<file path="src/rtl/cnt_seq_ctrl.sv">
// rtl/cnt_seq_ctrl.sv - run/pause/done sequencer and tick prescaler for the 4-bit display counter.
// Optional CSC_STEP_EN adds csc_step: single tick decisions while paused.
module cnt_seq_ctrl #(
  parameter int CNT_W    = 4,
  parameter int MAX_VAL  = 15,
  parameter int PRESCALE = 4
) (
  input  logic             csc_clk,
  input  logic             csc_rst_n,
  input  logic             csc_start,
  input  logic             csc_stop,
  input  logic             csc_dir,
  input  logic             csc_wrap,
`ifdef CSC_STEP_EN
  input  logic             csc_step,
`endif
  input  logic [CNT_W-1:0] csc_cnt_q,
  output logic             csc_cnt_en,
  output logic             csc_cnt_up,
  output logic             csc_cnt_clr,
  output logic [1:0]       csc_state
);

  localparam int PW = (PRESCALE > 2) ? $clog2(PRESCALE) : 1;
  localparam logic [PW-1:0]    PRESC_LAST = PW'(PRESCALE - 1);
  localparam logic [CNT_W-1:0] MAX_Q      = CNT_W'(MAX_VAL);

  typedef enum logic [1:0] {
    ST_IDLE  = 2'b00,
    ST_RUN   = 2'b01,
    ST_PAUSE = 2'b10,
    ST_DONE  = 2'b11
  } state_t;

  state_t        state_q, state_d;
  logic [PW-1:0] presc_q, presc_d;
  logic          start_d1_q, start_d1_d;
  logic          stop_d1_q, stop_d1_d;
  logic          cnt_en_q, cnt_en_d;
  logic          cnt_clr_q, cnt_clr_d;
  logic          cnt_up_q, cnt_up_d;
  logic          start_rise, stop_rise, step_rise;
  logic          decide, at_limit;

`ifdef CSC_STEP_EN
  logic          step_d1_q, step_d1_d;
  assign step_rise = csc_step & ~step_d1_q;
`else
  assign step_rise = 1'b0;
`endif

  assign start_rise = csc_start & ~start_d1_q;
  assign stop_rise  = csc_stop & ~stop_d1_q;

  // Limit test uses the direction the datapath is currently applying.
  assign at_limit = cnt_up_q ? (csc_cnt_q >= MAX_Q) : (csc_cnt_q == '0);

  always_comb begin
    state_d    = state_q;
    presc_d    = presc_q;
    cnt_en_d   = 1'b0;
    cnt_clr_d  = 1'b0;
    cnt_up_d   = csc_dir;
    start_d1_d = csc_start;
    stop_d1_d  = csc_stop;
`ifdef CSC_STEP_EN
    step_d1_d  = csc_step;
`endif
    decide     = 1'b0;

    unique case (state_q)
      ST_IDLE: begin
        if (!stop_rise && start_rise) begin
          state_d = ST_RUN;
          presc_d = '0;
        end
      end
      ST_RUN: begin
        if (stop_rise) begin
          state_d = ST_PAUSE;
        end else if (presc_q == PRESC_LAST) begin
          presc_d = '0;
          decide  = 1'b1;
        end else begin
          presc_d = presc_q + 1'b1;
        end
      end
      ST_PAUSE: begin
        if (stop_rise) begin
          state_d   = ST_IDLE;
          presc_d   = '0;
          cnt_clr_d = 1'b1;
        end else if (start_rise) begin
          state_d = ST_RUN;
        end else if (step_rise) begin
          decide = 1'b1;
        end
      end
      ST_DONE: begin
        if (stop_rise) begin
          state_d   = ST_IDLE;
          presc_d   = '0;
          cnt_clr_d = 1'b1;
        end else if (start_rise) begin
          state_d   = ST_RUN;
          presc_d   = '0;
          cnt_clr_d = 1'b1;
        end
      end
      default: state_d = ST_IDLE;
    endcase

    // Down-wrap relies on the datapath rolling over modulo 2^CNT_W.
    if (decide) begin
      if (!at_limit) begin
        cnt_en_d = 1'b1;
      end else if (!csc_wrap) begin
        state_d = ST_DONE;
      end else if (cnt_up_q) begin
        cnt_clr_d = 1'b1;
      end else begin
        cnt_en_d = 1'b1;
      end
    end
  end

  always_ff @(posedge csc_clk or negedge csc_rst_n) begin
    if (!csc_rst_n) begin
      state_q    <= ST_IDLE;
      presc_q    <= '0;
      start_d1_q <= 1'b0;
      stop_d1_q  <= 1'b0;
      cnt_en_q   <= 1'b0;
      cnt_clr_q  <= 1'b0;
      cnt_up_q   <= 1'b1;
`ifdef CSC_STEP_EN
      step_d1_q  <= 1'b0;
`endif
    end else begin
      state_q    <= state_d;
      presc_q    <= presc_d;
      start_d1_q <= start_d1_d;
      stop_d1_q  <= stop_d1_d;
      cnt_en_q   <= cnt_en_d;
      cnt_clr_q  <= cnt_clr_d;
      cnt_up_q   <= cnt_up_d;
`ifdef CSC_STEP_EN
      step_d1_q  <= step_d1_d;
`endif
    end
  end

  assign csc_cnt_en  = cnt_en_q;
  assign csc_cnt_clr = cnt_clr_q;
  assign csc_cnt_up  = cnt_up_q;
  assign csc_state   = state_q;

endmodule

</file>
<file path="config.mk">
export PLATFORM = sky130hd
export DESIGN_NAME = cnt_seq_ctrl
export DESIGN_NICKNAME = d
export VERILOG_FILES = /design/src/rtl/cnt_seq_ctrl.sv
export SDC_FILE = /design/constraint.sdc
export NUM_CORES = 1
export LEC_CHECK = 0
export ABC_AREA = 1
export BUFFER_PORTS_ARGS = -buffer_cell sky130_fd_sc_hd__clkbuf_2
export CORE_AREA = 2 2 39 41
export CTS_CLUSTER_SIZE = 12
export DETAILED_ROUTE_END_ITERATION = 10
export DIE_AREA = 0 0 41 43
export PLACE_DENSITY = 0.71
export SYNTH_ARGS = -nofsm -noshare
export SYNTH_HDL_FRONTEND = slang
export SYNTH_SLANG_ARGS = --single-unit
</file>
<file path="constraint.sdc">
create_clock -name csc_clk -period 0.9 [get_ports csc_clk]
set_input_delay 0.045 -clock csc_clk [delete_from_list [all_inputs] [get_ports csc_clk]]
set_output_delay 0.045 -clock csc_clk [all_outputs]
set_load 0.05 [all_outputs]
</file>
==> metrics.md <==
| Metric | Value |
|---|---|
| CP max-delay cell | `dfstp_2` |
| WP data required | `0.85 ns` |
| Initial antenna violation count | `0` |
| Status | `complete, but fails checks` |
| Placed insts | `87` |
| ANT nets after route | `0` |
| Setup violators final | `8` |
| CP top delay family | `flip-flops` |
| DR pass1 iterations | `5` |
| Reg clk slew, reported paths | `0.07 ns` |
| GRT overflow | `0` |
| CTS buffer count | `3` |
| Chip Width | `41 um` |
| Skew-Pair Late Insertion Delay | `0.27 ns` |
| Sink Count | `9` |
| Pwr/cell area | `1799 nW/um^2` |
| CP Launch Type | `register` |
| #FFs+latches synth | `9` |
| Mapped Area | `449.2 um^2` |
| Antenna Cells | `0` |
| Share of layout cells above drive strength 1 | `58.23%` |
| GRT Total Usage | `17.86%` |
| Worst setup path class | `register to output port` |
| H-tree levels | `1` |
| Worst ir drop on vdd | `0.7716 mV` |
| Crit path time final | `1.086 ns` |
| Routed WL | `1.268 mm` |
| Register area share after synthesis | `50.42%` |
| Via-per-instance ratio | `4.779` |
| Placed Instance Area | `570.5 um^2` |
| Mean area per synthesized cell | `8.475 um^2` |
| Area grow syn2layout | `71.31%` |
| Avg WL per Cell | `13.35 um` |
| Vias | `454` |
| Syn. warnings | `0` |
| Fmax | `920.6 MHz` |
| Total DRC errors in the routed layout | `0` |
| MaxCap Viol Count | `0` |
| WP buf/inv | `1` |
| Non-filler instance count after layout | `95` |
| Hold Vio Cnt, Final | `0` |
| Post-DP HPWL | `751.4 um` |
| Period utilization | `120.7%` |
| Number of global-route vias before repair | `489` |
| Core area | `1384 um^2` |
| Setup WS pre-CTS | `-0.1067 ns` |
| Clock buffer depth | `2` |
| Crit path DAT | `1.04 ns` |
| Largest net degree at the start of global routing | `10` |
| Worst Tran Pin Value | `0.2318 ns` |
| Net count after synthesis | `64` |
| P_leak | `0.3838 nW` |
| Gpl congestion | `0.7645` |
| Pins Over Slew Limit | `0` |
| Nets@finish | `91` |
| Cell area after layout | `769.5 um^2` |
| Io pins | `15` |
| Num rows | `14` |
| Drt first-iter violations | `6` |
| Crit path capture type | `output port` |
| Skew final | `0.0008425 ns` |
| Post-Synthesis Cells | `53` |
| Crit path cell chain | `clkbuf_16` |
| Chip height | `43 um` |
| WHS | `0.03529 ns` |
| Final setup margin | `-0.1863 ns` |
| Synth cell types | `17` |
| Port Buf Inserts | `14` |
| First-pass GRT wire length | `2.007 mm` |
| Max_slew headroom | `84.55%` |
| Setup TNS | `-0.9756 ns` |
| Clock Tree Root | `clkbuf_4` |
| RSZ-0062 raised after global routing | `yes` |
| Failing checks | `setup timing` |
| Fin util | `55.61%` |
| Hold Crit Class | `primary input to register` |
| Starting Density | `32.46%` |
| CTS tree | `done` |
| Total Power | `1.384 mW` |
| Critical Path Fanout Max | `4` |
| Max incr delay on CP | `0.59 ns` |
| Die ar. | `1763 um^2` |
state kept, by name, indices dropped and copies added, names as in the netlist:
name	flops
presc_q	2
start_d1_q	1
stop_d1_q	1
csc_cnt_clr	1
csc_cnt_en	1
csc_cnt_up	1
csc_state	2
repair_timing:
item                                   4_1_cts  5_1_grt
setup buffers                                0        1
hold buffers                                 4        0
pin swaps                                    3        4
setup endpoints to repair                   10       11
endpoints found under the hold margin       12        0
gates resized for setup                     23       13
routing by layer:
metal / GRT usage (%) / wire length [um] / part of all wire (%) / vias up
li1: - / - / - / 225
met1: 17.32 / 449 / 35 / 211
met2: 32.19 / 751 / 59 / 16
met3: 4.712 / 49 / 3.9 / 2
met4: 8.000 / 18 / 1.4 / 0
met5: 0 / 0 / 0 / -
worst reg2reg max path, stage by stage, from the launching register on:
cell and delay, ns:
dfstp_2 0.59, inv_2 0.07, nand3_2 0.08, o21ai_2 0.08, nand3b_1 0.10, nand2_1 0.06
area by class of cell:
type	count	area, um^2
clock buffer	4	26.28
timing repair buffer	22	206.4
multi-input combinational	36	256.5
sequential	9	227.7
inverter	8	32.53
fill	124	614.3
tap	16	20.02
Yosys cell counts:
cell,instances,area [um^2]
dfstp_2,1,26.28
nor3_1,1,5.000
nand3_1,5,25.02
inv_2,1,3.750
nand2_1,15,56.30
a21oi_1,2,10.01
o21ai_0,2,10.01
nand4_1,1,6.260
nand3_2,1,10.01
inv_1,7,26.28
dfrtp_1,8,200.2
nand2_4,1,11.26
o21ai_2,1,8.760
nand3b_1,2,15.01
ha_1,1,12.51
a21boi_2,1,11.26
nor2_1,3,11.26
report_power, final:
group	switching [mW]	internal (mW)
sequential	0.0771	0.468
combinational	0.257	0.248
clock	0.163	0.172
total	0.497	0.887
path summary, 6_finish.rpt:
check	from	to	slack (ns)	cells after the start
setup / recovery	csc_cnt_up$_DFF_PN1_	csc_cnt_up	-0.19	1
hold / removal	csc_wrap	csc_cnt_en$_DFF_PN0_	0.04	3
setup reg to reg	csc_cnt_up$_DFF_PN1_	csc_state[1]$_DFF_PN0_	-0.19	5
hold reg to reg	start_d1_q$_DFF_PN0_	csc_state[0]$_DFF_PN0_	0.58	3
max in group asynchronous	csc_rst_n	csc_cnt_up$_DFF_PN1_	0.48	2
min in group asynchronous	csc_rst_n	csc_cnt_clr$_DFF_PN0_	0.16	2
layout by cell type (no fill, tap or decap), types with 2 or more instances in the layout:
master and instances:
nand2_1 10, clkbuf_2 9, dfrtp_1 7, inv_2 5, nand2_2 5, nand3_2 4, dlygate4sd3_1 4, clkbuf_4 3
buf_6 3, buf_4 3, nor2_1 2, nand3b_1 2, inv_1 2, o21ai_0 2, clkbuf_16 2
cells by family (layout without fill, tap and decap cells):
family	after synthesis	in the layout	synth area share [%]
AND/OR/NAND/NOR	29	29	31.19
flip-flops	9	9	50.42
buffers and inverters	8	34	6.686
AO/OA/AOI/OAI	6	6	8.914
adder cells (fa/ha/maj)	1	1	2.785
No activity file was read; power rests on OpenSTA's default activity.
